<file path="config.mk">
export PLATFORM = sky130hd
export DESIGN_NAME = modport_spi
export DESIGN_NICKNAME = d
export VERILOG_FILES = /design/src/rtl/modport_spi_pkg.sv /design/src/rtl/modport_spi_clkgen.sv /design/src/rtl/modport_spi.sv
export SDC_FILE = /design/constraint.sdc
export NUM_CORES = 1
export LEC_CHECK = 0
export BUFFER_PORTS_ARGS = -buffer_cell sky130_fd_sc_hd__buf_2
export CORE_MARGIN = 4
export CORE_UTILIZATION = 45
export DETAILED_ROUTE_END_ITERATION = 8
export MAX_ROUTING_LAYER = met4
export PLACE_DENSITY_LB_ADDON = 0.3
export SLEW_MARGIN = 25
export SYNTH_ARGS = -nofsm -noshare
export SYNTH_HDL_FRONTEND = slang
export SYNTH_SLANG_ARGS = --single-unit
export TNS_END_PERCENT = 10
</file>
<file path="constraint.sdc">
create_clock -name clk -period 2 [get_ports clk]
set_input_delay 0.1 -clock clk [delete_from_list [all_inputs] [get_ports clk]]
set_output_delay 0.1 -clock clk [all_outputs]
set_load 0.01 [all_outputs]
</file>
<file path="src/rtl/modport_spi_pkg.sv">
// Shared types and defaults for the modport_spi SPI master.
// Optional build macro SPI_LOOPBACK_EN (see modport_spi.sv).
package modport_spi_pkg;

   localparam int WIDTH_DEF   = 65;
   localparam int CLK_DIV_DEF = 4;
   localparam int DIV_W       = 8;

   typedef enum logic [1:0] {
      IDLE,
      SETUP,
      SHIFT,
      DONE
   } state_t;

   // Bits needed to hold the values 0..n inclusive.
   function automatic int cnt_width(input int n);
      return $clog2(n + 1);
   endfunction

endpackage

</file>
<file path="src/rtl/modport_spi_clkgen.sv">
// SCLK generator: divides clk by CLK_DIV and reports each half-period end,
// plus one-cycle strobes for the SCLK rising and falling edges.
module modport_spi_clkgen
   import modport_spi_pkg::*;
#(
   parameter int CLK_DIV = CLK_DIV_DEF
) (
   input  logic clk,
   input  logic reset,
   input  logic en,
   input  logic toggle_en,
   output logic tick,
   output logic rise_tick,
   output logic fall_tick,
   output logic sclk
);

   logic [DIV_W-1:0] div_cnt;

   assign tick      = en && (div_cnt == DIV_W'(CLK_DIV - 1));
   assign rise_tick = tick && toggle_en && !sclk;
   assign fall_tick = tick && toggle_en && sclk;

   // NOTE: sequential state is written with <= so every register updates from pre-edge values.
   always_ff @(posedge clk) begin
      if (reset || !en) begin
         div_cnt <= '0;
         sclk    <= 1'b0;
      end else begin
         if (tick) div_cnt <= '0;
         else      div_cnt <= div_cnt + 1'b1;

         if (rise_tick)      sclk <= 1'b1;
         else if (fall_tick) sclk <= 1'b0;
      end
   end

endmodule

</file>
<file path="src/rtl/modport_spi.sv">
// SPI master (mode 0, MSB first) moving words from a TX FIFO to the wire and
// received words into an RX FIFO. Define SPI_LOOPBACK_EN to sample MOSI instead of MISO.
module modport_spi
   import modport_spi_pkg::*;
#(
   parameter int WIDTH   = WIDTH_DEF,
   parameter int CLK_DIV = CLK_DIV_DEF
) (
   input  logic             clk,
   input  logic             reset,
   input  logic             pndgn,
   input  logic [WIDTH-1:0] D_pop,
   output logic             pop,
   output logic [WIDTH-1:0] D_push,
   output logic             push,
   input  logic             MISO,
   output logic             MOSI,
   output logic             SCLK,
   output logic             SCS
);

   localparam int CNT_W = cnt_width(WIDTH);

   state_t           state;
   state_t           state_next;
   logic [WIDTH-1:0] tx_sr;
   logic [WIDTH-1:0] rx_sr;
   logic [CNT_W-1:0] bit_cnt;
   logic             clk_en;
   logic             toggle_en;
   logic             tick;
   logic             rise_tick;
   logic             fall_tick;
   logic             last_fall;
   logic             miso_int;

   assign clk_en    = (state == SETUP) || (state == SHIFT);
   assign toggle_en = (state == SHIFT);
   assign last_fall = fall_tick && (bit_cnt == CNT_W'(WIDTH));

`ifdef SPI_LOOPBACK_EN
   assign miso_int = MOSI;
`else
   assign miso_int = MISO;
`endif

   assign MOSI = clk_en ? tx_sr[WIDTH-1] : 1'b0;
   assign SCS  = !clk_en;

   modport_spi_clkgen #(
      .CLK_DIV (CLK_DIV)
   ) u_clkgen (
      .clk       (clk),
      .reset     (reset),
      .en        (clk_en),
      .toggle_en (toggle_en),
      .tick      (tick),
      .rise_tick (rise_tick),
      .fall_tick (fall_tick),
      .sclk      (SCLK)
   );

   always_ff @(posedge clk) begin
      if (reset) state <= IDLE;
      else       state <= state_next;
   end

   // NOTE: every output of this block gets a default first, so no latch is inferred.
   always_comb begin
      state_next = state;
      pop        = 1'b0;
      push       = 1'b0;
      case (state)
         IDLE: begin
            // pop is combinational so the FIFO head is consumed on the same edge it is latched.
            if (pndgn && !reset) begin
               pop        = 1'b1;
               state_next = SETUP;
            end
         end
         SETUP: begin
            if (tick) state_next = SHIFT;
         end
         SHIFT: begin
            if (last_fall) state_next = DONE;
         end
         DONE: begin
            push       = 1'b1;
            state_next = IDLE;
         end
         default: state_next = IDLE;
      endcase
   end

   // rise/fall strobes only fire in SHIFT, so they never collide with a load in IDLE.
   always_ff @(posedge clk) begin
      if (reset) begin
         tx_sr   <= '0;
         rx_sr   <= '0;
         bit_cnt <= '0;
         D_push  <= '0;
      end else begin
         if (pop) begin
            tx_sr   <= D_pop;
            rx_sr   <= '0;
            bit_cnt <= '0;
         end
         if (rise_tick) begin
            rx_sr   <= {rx_sr[WIDTH-2:0], miso_int};
            bit_cnt <= bit_cnt + 1'b1;
         end
         if (fall_tick) tx_sr <= {tx_sr[WIDTH-2:0], 1'b0};
         if (last_fall) D_push <= rx_sr;
      end
   end

endmodule

</file>
==> results of run 1 <==
[metrics by stage]
step	power, mW	worst slack (ps)	cell area [um2]	util (%)
after global placement	5.613	-148.3	9370	51.99
after detailed placement	5.636	-207.8	9370	51.99
after global routing	10.33	-265.6	11030	61.17
final	9.925	-191.9	11030	61.17
after CTS	9.983	-183.7	10880	60.38
after floorplan	5.228	-139.9	8283	-
[cells by family after synthesis]
| logic type | synth area share [%] |
|---|---|
| multiplexers | 0.1211 |
| adder cells (fa/ha/maj) | 1.060 |
| AND/OR/NAND/NOR | 25.81 |
| flip-flops | 51.59 |
| buffers and inverters | 5.026 |
| AO/OA/AOI/OAI | 15.76 |
| XOR/XNOR | 0.6358 |
[layout make-up]
class	count	area, um2	area share, %
clock inverters	6	80.08	0.7263
inverters	8	30.03	0.2724
well taps	229	286.5	2.599
multi-input cells	734	3672	33.31
repair buffers	252	2011	18.24
flip-flops and latches	213	4267	38.70
diodes	1	2.502	0.02270
clock buffers	34	676.9	6.139
[state kept, by name, indices dropped and copies added, names as in the netlist]
| register | cells |
|---|---|
| tx_sr | 65 |
| bit_cnt | 7 |
| u_clkgen.sclk | 1 |
| D_push | 65 |
| rx_sr | 65 |
| u_clkgen.div_cnt | 8 |
| state | 2 |
[per-layer routing]
layer / part of all wire (%) / vias to the layer above / wire length [um] / global-route usage (%)
li1: - / 3923 / - / -
met2: 47 / 266 / 10130 / 31.11
met3: 6.7 / 40 / 1459 / 3.494
met5: 0 / - / 0 / -
met1: 45 / 3638 / 9755 / 29.02
met4: 1.9 / 0 / 424 / 5.005
[what timing repair did]
| item | 4_1_cts | 5_1_grt |
|---|---|---|
| pin swaps | 4 | 20 |
| hold buffers | 67 | 0 |
| hold endpoints to repair | 67 | 0 |
| setup endpoints to repair | 205 | 204 |
| gates resized for setup | 5 | 14 |
| cloned | 2 | 4 |
| buffers inserted | 2 | 0 |
[placed cells by master, fill, tap and decap left out, types with 3 or more instances in the layout]
| master | netlist | final |
|---|---|---|
| buf_2 | 13 | 137 |
| or3_1 | 4 | 4 |
| nand3_1 | 86 | 85 |
| a311oi_1 | 64 | 63 |
| inv_1 | 8 | 5 |
| inv_2 | 0 | 3 |
| a31oi_1 | 5 | 5 |
| a21oi_1 | 133 | 132 |
| xor2_1 | 5 | 5 |
| clkbuf_8 | 1 | 6 |
| clkinv_2 | 0 | 4 |
| buf_4 | 2 | 25 |
| buf_12 | 0 | 13 |
| buf_16 | 0 | 3 |
| dfxtp_1 | 213 | 211 |
| nor2_2 | 0 | 3 |
| nor2_1 | 72 | 69 |
| clkbuf_1 | 66 | 5 |
| clkbuf_16 | 0 | 26 |
| nand2_1 | 329 | 328 |
| buf_6 | 2 | 3 |
| dlygate4sd3_1 | 1 | 67 |
| ha_1 | 7 | 5 |
[power groups by stage]
stage	clock network, mW	registers [mW]	logic, mW
4_1_cts	4.31	4.50	1.18
3_5_place_dp	0	4.59	1.05
6_report	4.22	4.51	1.20
5_1_grt	4.48	4.52	1.33
3_3_place_gp	0	4.58	1.03
2_1_floorplan	0	4.58	0.650
[worst reg2reg max path, stage by stage (launching register included)]
cell and delay [ps]:
dfxtp_2 330, inv_2 50, ha_4 260, or4b_4 470, or4_4 520, clkbuf_16 240, nand3_1 90, a21oi_1 70
[final timing paths]
check | startpoint | to | slack (ps)
worst max-delay path | state[1]$_SDFFE_PP0P_ | rx_sr[0]$_SDFFE_PP0P_ | -190
worst min-delay path | pndgn | state[1]$_SDFFE_PP0P_ | 230
worst max register to register | state[1]$_SDFFE_PP0P_ | rx_sr[0]$_SDFFE_PP0P_ | -190
worst min register to register | D_push[60]$_SDFFE_PP0P_ | D_push[60]$_SDFFE_PP0P_ | 440
==> results.py, run 1 <==
metrics = {
    "worst_hold_path": {
        "hold_class": "input port to flip-flop",
        "hold_depth": 4,
    },
    "yosys": {
        "synth-seq-cells": 213,
        "yosys.area.top_type_share_pct": 51.59,
        "synth_common_cells": "329 x nand2_1, 213 x dfxtp_1, 133 x a21oi_1",
        "yosysMostFrequentCell": "nand2_1",
        "netlist_area_um2": 8265,
        "yosysTopAreaCell": "dfxtp_1",
        "ys_async_sr_fraction_pct": 0,
        "synth_fp_nets": 1118,
        "synth_area_per_cell_um2": 7.932,
        "ys.flop_type": "dfxtp_1",
        "synthDistinctLibCells": 36,
        "synth.area.top_cells": "dfxtp_1 52%, nand2_1 15%, a21oi_1 8.1%",
        "synth_cells": 1042,
        "ys_warn_count": 0,
        "synth_edf_count": 0,
        "seq_area_frac_synth_pct": 51.59,
    },
    "power_and_ir_drop": {
        "vdd_ir_drop_max_v": 0.0006569,
        "p_clk_share_pct": 42.5,
        "switching_share_pct": 23.99,
        "switchingPower_mw": 2.381,
        "p_leak_nw": 4.261,
        "seqPwrFrac_pct": 45.4,
        "powerDensity_nw_per_um2": 900.2,
        "combPwrFrac_pct": 12.1,
        "p_int_mw": 7.544,
    },
    "cts": {
        "clock_latency_ps": 490,
        "cts_tree": "built",
        "root_buffer": "clkbuf_16",
        "cts_max_path_buffers": 3,
        "path_clk_slew_ps": 60,
        "cts.sinks": 213,
        "cts_made_buffers": 23,
        "htreeDepth": 1,
    },
    "place": {
        "dpl.cell_count": 1361,
        "port_buffers": 138,
        "globalplace.congestion": 0.7843,
        "dp_hpwl_um": 11510,
    },
    "floorplanning": {
        "core-area_um2": 18020,
        "initial_core_util_pct": 45.86,
        "dieArea_um2": 20600,
        "ioPinCount": 139,
        "fp.dieH_um": 143.5,
        "dieWidth_um": 143.5,
        "rows": 49,
    },
    "detailed_routing": {
        "ant_nets": 0,
        "via_per_inst": 5.326,
        "post_drt_wl_per_cell_um": 14.74,
        "first_pass_iters": 5,
        "drc_errors": 0,
        "drt_iter0_drc": 614,
        "totalWireLength_um": 21770,
        "vias": 7867,
    },
    "setup_path": {
        "rr_worst_depth": 7,
        "endpoint_kind": "flip-flop",
        "crit_slowest_cell": "or4_4",
        "startpoint_type": "flip-flop",
        "critical_path_depth": 7,
        "cp.arrival_ps": 2510,
        "cp.required_ps": 2320,
        "cp_top_family": "simple AND/OR/NAND/NOR gates",
        "crit_type": "flip-flop to flip-flop",
        "critPathBufInv": 2,
        "path_cells": "inv_2 -> ha_4 -> or4b_4 -> or4_4 -> clkbuf_16 -> nand3_1 -> a21oi_1",
        "crit_fanout": 23,
        "max_stage_delay_ps": 520,
    },
    "sta": {
        "finalSetupViolCount": 80,
        "tightest_slew_ps": 966.5,
        "slew_violations": 0,
        "fmax_mhz": 456.2,
        "timing.hold.ws_ps": 228.6,
        "setup_slack_ps": -191.9,
        "slew_headroom_pct": 35.57,
        "finalCriticalPeriod_ps": 2192,
        "final.setup_skew_ps": 9.307,
        "fin_crit_sh_pct": 109.6,
        "setup-tns-final_ps": -11330,
        "rsz0062_at_grt": "true",
        "hold_viol": 0,
    },
    "outcome": {
        "failed_checks": "negative setup slack",
        "status": "complete, but fails checks",
    },
    "grt": {
        "grt_pass1_vias": 7204,
        "track_usage_pct": 20.61,
        "grt_pass1_wl_um": 35240,
        "antenna_found_initial": 1,
        "overflow": 0,
        "grt_max_degree": 203,
    },
    "layout": {
        "fillers": 1562,
        "nets": 1308,
        "layout-drive-gt1-share_pct": 19.49,
        "area_growth_pct": 33.39,
        "stdcell_count": 1477,
    },
    "flow_run": {
        "max-cap-violations": 0,
    },
}
(Power assumes the default switching activity.)
==> run 2, diff against run 1 <==
--- a/config.mk
+++ b/config.mk
@@ -6,8 +6,10 @@
 export NUM_CORES = 1
 export LEC_CHECK = 0
 export BUFFER_PORTS_ARGS = -buffer_cell sky130_fd_sc_hd__buf_2
+export CELL_PAD_IN_SITES_DETAIL_PLACEMENT = 0
+export CELL_PAD_IN_SITES_GLOBAL_PLACEMENT = 1
 export CORE_MARGIN = 4
-export CORE_UTILIZATION = 45
+export CORE_UTILIZATION = 37
 export DETAILED_ROUTE_END_ITERATION = 8
 export MAX_ROUTING_LAYER = met4
 export PLACE_DENSITY_LB_ADDON = 0.3
==> run 2 against run 1 <==
  * The run still ends with negative setup slack left
  * Sequential share of layout area is 0.40 points lower
  * Die area is 20% higher
  * Total power is 2.7% higher
  * Routed wire length is 5.2% lower
  * Non-clock buffer count is 5 higher
  * Sequential cell count stayed put
  * Via count is 2.5% lower
  * Design area is 1.0% higher
  * Final cell count is 3.9% higher
  * First-iteration DRC count is 17% lower
  * Critical path depth is 1 lower
  * Register-to-register slack worse by 30 ps
  * Largest cell class unchanged
==> results.py, run 2 (synthesized netlist as in run 1, its figures left out) <==
metrics = {
    "outcome": {
        "status": "complete, but fails checks",
        "failed_checks": "negative setup slack",
    },
    "sta": {
        "fin_crit_sh_pct": 111.3,
        "slew_violations": 0,
        "hold_viol": 0,
        "tightest_slew_ps": 1030,
        "slew_headroom_pct": 31.35,
        "final.setup_skew_ps": 7.748,
        "setup_slack_ps": -226.7,
        "finalSetupViolCount": 72,
        "rsz0062_at_grt": "true",
        "setup-tns-final_ps": -9262,
        "fmax_mhz": 449.1,
        "finalCriticalPeriod_ps": 2227,
        "timing.hold.ws_ps": 235.1,
    },
    "setup_path": {
        "crit_type": "flip-flop to flip-flop",
        "cp.required_ps": 2410,
        "startpoint_type": "flip-flop",
        "endpoint_kind": "flip-flop",
        "cp.arrival_ps": 2640,
        "crit_fanout": 5,
    },
    "floorplanning": {
        "rows": 54,
        "dieWidth_um": 157.5,
        "dieArea_um2": 24790,
        "fp.dieH_um": 157.5,
        "core-area_um2": 21890,
        "ioPinCount": 139,
        "initial_core_util_pct": 37.76,
    },
    "layout": {
        "fillers": 2113,
        "area_growth_pct": 34.77,
        "final_cell_mix": "329 x nand2_1, 211 x dfxtp_1, 137 x buf_2",
        "layout-drive-gt1-share_pct": 20.72,
        "multiInputGateArea_um2": 3685,
        "layout_commonest_cell": "nand2_1",
        "finalInstanceArea_um2": 11140,
        "nets": 1314,
        "seqCellArea_um2": 4267,
        "diodes": 0,
        "top_regs": "D_push x65, rx_sr x65, tx_sr x65",
        "postLayoutCoreUtil_pct": 50.89,
    },
    "grt": {
        "grt_max_degree": 203,
        "track_usage_pct": 16.71,
        "overflow": 0,
        "antenna_found_initial": 0,
        "grt_pass1_vias": 7384,
        "grt_pass1_wl_um": 34640,
    },
    "place": {
        "port_buffers": 138,
        "placed_area_um2": 9514,
        "dp_hpwl_um": 12110,
        "pre_cts_slack_ps": -214.1,
        "globalplace.congestion": 0.7584,
    },
    "cts": {
        "cts_made_buffers": 24,
        "clock_latency_ps": 500,
        "cts_tree": "built",
        "htreeDepth": 1,
        "cts.sinks": 213,
        "root_buffer": "clkbuf_16",
        "path_clk_slew_ps": 60,
        "cts_max_path_buffers": 3,
    },
    "detailed_routing": {
        "post_drt_wl_per_cell_um": 13.45,
        "drt_iter0_drc": 507,
        "via_per_inst": 4.995,
        "vias": 7667,
        "drc_errors": 0,
        "totalWireLength_um": 20640,
        "ant_nets": 0,
        "first_pass_iters": 5,
    },
    "power_and_ir_drop": {
        "vdd_ir_drop_max_v": 0.0006037,
        "powerDensity_nw_per_um2": 914.9,
        "p_leak_nw": 4.275,
    },
    "flow_run": {
        "max-cap-violations": 0,
    },
    "worst_hold_path": {
        "hold_class": "input port to flip-flop",
    },
}
[run 2: cell types whose count changed in the layout (fill, tap and decap cells not counted), moves of 2 or more]
cell / delta
buf_6: +2
nor2_1: -12
nor2_2: +12
buf_12: +4
buf_4: +6
clkinv_2: -2
buf_16: -3
[run 2: power by group]
group | internal [mW] | leakage [nW] | switching, mW
Clock | 2.80 | 0.402 | 1.69
Sequential | 4.41 | 1.72 | 0.0904
Combinational | 0.560 | 2.15 | 0.640
[run 2: area by class of cell]
| type | count | area share, % |
|---|---|---|
| Clock buffer | 38 | 6.683 |
| Multi-Input combinational cell | 734 | 33.08 |
| Tap cell | 280 | 3.145 |
| Clock inverter | 5 | 0.6964 |
| Sequential cell | 213 | 38.30 |
| Timing Repair Buffer | 257 | 17.83 |
| Inverter | 8 | 0.2696 |
[run 2: timing repair]
| action | 4_1_cts | 5_1_grt |
|---|---|---|
| pin swaps | 2 | 1 |
| endpoints found under the hold margin | 67 | 0 |
| resized for setup | 8 | 22 |
| buffers inserted | 2 | 1 |
| endpoints found under the setup margin | 198 | 194 |
| hold buffers | 67 | 0 |
| cloned | 1 | 0 |
[run 2: critical path, cell delays in order (launching register included)]
cell,delay [ps]
dfxtp_2,340
inv_2,50
ha_4,250
or4b_4,480
or4_4,480
or3_1,370
a31oi_1,170
[run 2: through the flow]
| stage | instances | power [mW] |
|---|---|---|
| CTS | 1534 | 10.34 |
| global placement | 1421 | 5.643 |
| detailed placement | 1421 | 5.652 |
| global route | 1535 | 10.65 |
| finish | 1535 | 10.19 |
| floorplan | 1042 | 5.228 |
[run 2: final timing paths]
kind                          start  cells past startpoint  slack (ps)                 endpoint
max           state[0]$_SDFFE_PP0P_                      6        -230  bit_cnt[3]$_SDFFE_PP0P_
min                           pndgn                      4         240    state[1]$_SDFFE_PP0P_
max reg2reg   state[0]$_SDFFE_PP0P_                      6        -230  bit_cnt[3]$_SDFFE_PP0P_
min reg2reg  D_push[2]$_SDFFE_PP0P_                      2         440   D_push[2]$_SDFFE_PP0P_
[run 2: layer usage]
metal	routed length (um)	up-vias	global-route usage, %
met5	0	-	-
met4	250	0	3.359
met3	1110	21	2.887
met2	9460	154	27.27
met1	9817	3557	21.99
li1	-	3935	-
==> run 3, diff against run 2 <==
--- a/config.mk
+++ b/config.mk
@@ -9,7 +9,7 @@
 export CELL_PAD_IN_SITES_DETAIL_PLACEMENT = 0
 export CELL_PAD_IN_SITES_GLOBAL_PLACEMENT = 1
 export CORE_MARGIN = 4
-export CORE_UTILIZATION = 37
+export CORE_UTILIZATION = 44
 export DETAILED_ROUTE_END_ITERATION = 8
 export MAX_ROUTING_LAYER = met4
 export PLACE_DENSITY_LB_ADDON = 0.3
==> constraint.sdc (replaced) <==
create_clock -name clk -period 2.8 [get_ports clk]
set_input_delay 0.14 -clock clk [delete_from_list [all_inputs] [get_ports clk]]
set_output_delay 0.14 -clock clk [all_outputs]
set_load 0.01 [all_outputs]
==> run 3 against run 2 <==
  * The run now ends clean
  * Sequential power is 28% lower
  * Final cell count decreased by 6.3%
  * Total power down 31%
  * Design area down 5.9%
  * Clock-buffer cell count decreased by 11
  * Routed wire length down 3.9%
  * Combinational power down 42%
  * Maximum frequency shrank 11%
  * First-iteration DRC count rose by 12%
  * Sequential share of layout area up 2.4 points
  * Largest cell class unchanged
  * Largest power group unchanged
  * Highest routed layer unchanged
==> results.py, run 3 (synthesized netlist as in run 1, its figures left out) <==
metrics = {
    "setup_path": {
        "endpoint_kind": "flip-flop",
        "cp.required_ps": 3130,
        "crit_slowest_cell": "or4_4",
        "cp.arrival_ps": 2840,
        "max_stage_delay_ps": 570,
        "crit_fanout": 23,
        "path_cells": "inv_1 -> ha_1 -> or4b_4 -> or4_4 -> buf_4 -> nand3_1 -> a31oi_1",
        "crit_type": "flip-flop to flip-flop",
        "startpoint_type": "flip-flop",
    },
    "layout": {
        "multiInputGateArea_um2": 3600,
        "final_cell_mix": "329 x nand2_1, 213 x dfxtp_1, 137 x buf_2",
        "area_growth_pct": 26.79,
        "layout_commonest_cell": "nand2_1",
        "diodes": 0,
        "fillers": 1740,
        "layout-drive-gt1-share_pct": 16.36,
        "stdcell_count": 1439,
        "top_regs": "D_push x65, rx_sr x65, tx_sr x65",
        "nets": 1269,
        "seqCellArea_um2": 4264,
    },
    "grt": {
        "grt_max_degree": 203,
        "overflow": 0,
        "grt_pass1_wl_um": 33840,
        "track_usage_pct": 18.72,
        "antenna_found_initial": 0,
        "grt_pass1_vias": 6922,
    },
    "sta": {
        "final.setup_skew_ps": 7.192,
        "hold_viol": 0,
        "finalCriticalPeriod_ps": 2503,
        "rsz0062_at_grt": "false",
        "setup-tns-final_ps": 0,
        "fin_crit_sh_pct": 89.41,
        "slew_violations": 0,
        "slew_headroom_pct": 30.00,
        "finalSetupViolCount": 0,
        "fmax_mhz": 399.5,
        "tightest_slew_ps": 1050,
    },
    "power_and_ir_drop": {
        "powerDensity_nw_per_um2": 668.3,
        "vdd_ir_drop_max_v": 0.0004265,
        "p_leak_nw": 3.991,
        "finalPower_mw": 7.003,
    },
    "detailed_routing": {
        "totalWireLength_um": 19840,
        "vias": 7570,
        "drt_iter0_drc": 570,
        "via_per_inst": 5.261,
        "drc_errors": 0,
        "ant_nets": 0,
        "first_pass_iters": 5,
        "post_drt_wl_per_cell_um": 13.79,
    },
    "place": {
        "dpl.cell_count": 1331,
        "globalplace.congestion": 0.7511,
        "port_buffers": 138,
        "dp_hpwl_um": 10600,
    },
    "floorplanning": {
        "core-area_um2": 18210,
        "dieWidth_um": 145.1,
        "initial_core_util_pct": 45.39,
        "fp.dieH_um": 145.1,
        "dieArea_um2": 21040,
        "rows": 49,
        "ioPinCount": 139,
    },
    "outcome": {
        "status": "complete, no violations",
    },
    "worst_hold_path": {
        "hold_class": "input port to flip-flop",
    },
    "cts": {
        "clock_latency_ps": 500,
        "cts_made_buffers": 23,
        "htreeDepth": 1,
        "cts.sinks": 213,
        "path_clk_slew_ps": 60,
        "cts_setup_buffers": 0,
        "root_buffer": "clkbuf_16",
        "cts_tree": "built",
        "cts_max_path_buffers": 3,
    },
    "flow_run": {
        "max-cap-violations": 0,
    },
}
-- run 3: changes by cell type in the layout (fill, tap and decap cells not counted), sizes merged --
| cell | delta |
|---|---|
| clkinvlp | +1 |
| dlygate4sd3 | -1 |
| bufinv | +1 |
| inv | +1 |
| clkbuf | -11 |
| or4 | -1 |
| buf | -42 |
| clkinv | +7 |
-- run 3: per-layer routing --
layer / GRT usage, % / part of all wire (%)
met3: 3.867 / 6.3
met4: 3.941 / 1.7
met5: - / 0
met2: 28.43 / 45
met1: 26.08 / 47
-- run 3: area by class of cell --
class	count	share of cell area [%]
Clock buffer	27	5.922
Clock inverter	15	1.516
Inverter	8	0.2865
Multi-Input combinational cell	733	34.35
Sequential cell	213	40.69
Tap cell	229	2.734
Timing Repair Buffer	214	14.51
-- run 3: timing repair --
action,in CTS,in global routing
endpoints found under the hold margin,66,0
resized for setup,0,0
hold buffers,66,0
-- run 3: final timing paths --
kind                                 from                         end  slack (ps)  depth (start not counted)
setup / recovery    state[0]$_SDFFE_PP0P_     bit_cnt[5]$_SDFFE_PP0P_         300                          7
hold / removal                      reset  u_clkgen.sclk$_SDFFE_PP0P_          70                          4
setup reg to reg    state[0]$_SDFFE_PP0P_     bit_cnt[5]$_SDFFE_PP0P_         300                          7
hold reg to reg   D_push[50]$_SDFFE_PP0P_     D_push[50]$_SDFFE_PP0P_         440                          2
-- run 3: report_power, final --
group          switching [mW]  total [mW]  internal (mW)
clock network            1.23        3.09           1.87
registers              0.0668        3.22           3.15
logic                   0.414       0.697          0.283
-- run 3: per-stage QoR --
stage / area (um2) / utilization [%] / setup slack (ps) / hold WS, ps
after floorplan: 8265 / - / 567.5 / 276.0
after global placement: 9040 / 49.65 / 347.6 / 390.7
after detailed placement: 9040 / 49.65 / 313.2 / 393.3
after CTS: 10480 / 57.56 / 301.0 / 59.80
after global routing: 10480 / 57.56 / 75.29 / 90.94
final: 10480 / 57.56 / 296.6 / 71.66
-- run 3: critical path: cells and delay by family, from the launching register on --
| family | cells | cell delay [ps] |
|---|---|---|
| AOI/OAI and AO/OA | 1 | 90 |
| DFF | 1 | 360 |
| and+or+nand+nor | 3 | 1180 |
| buffers and inverters | 2 | 360 |
| adders and majority gates | 1 | 350 |
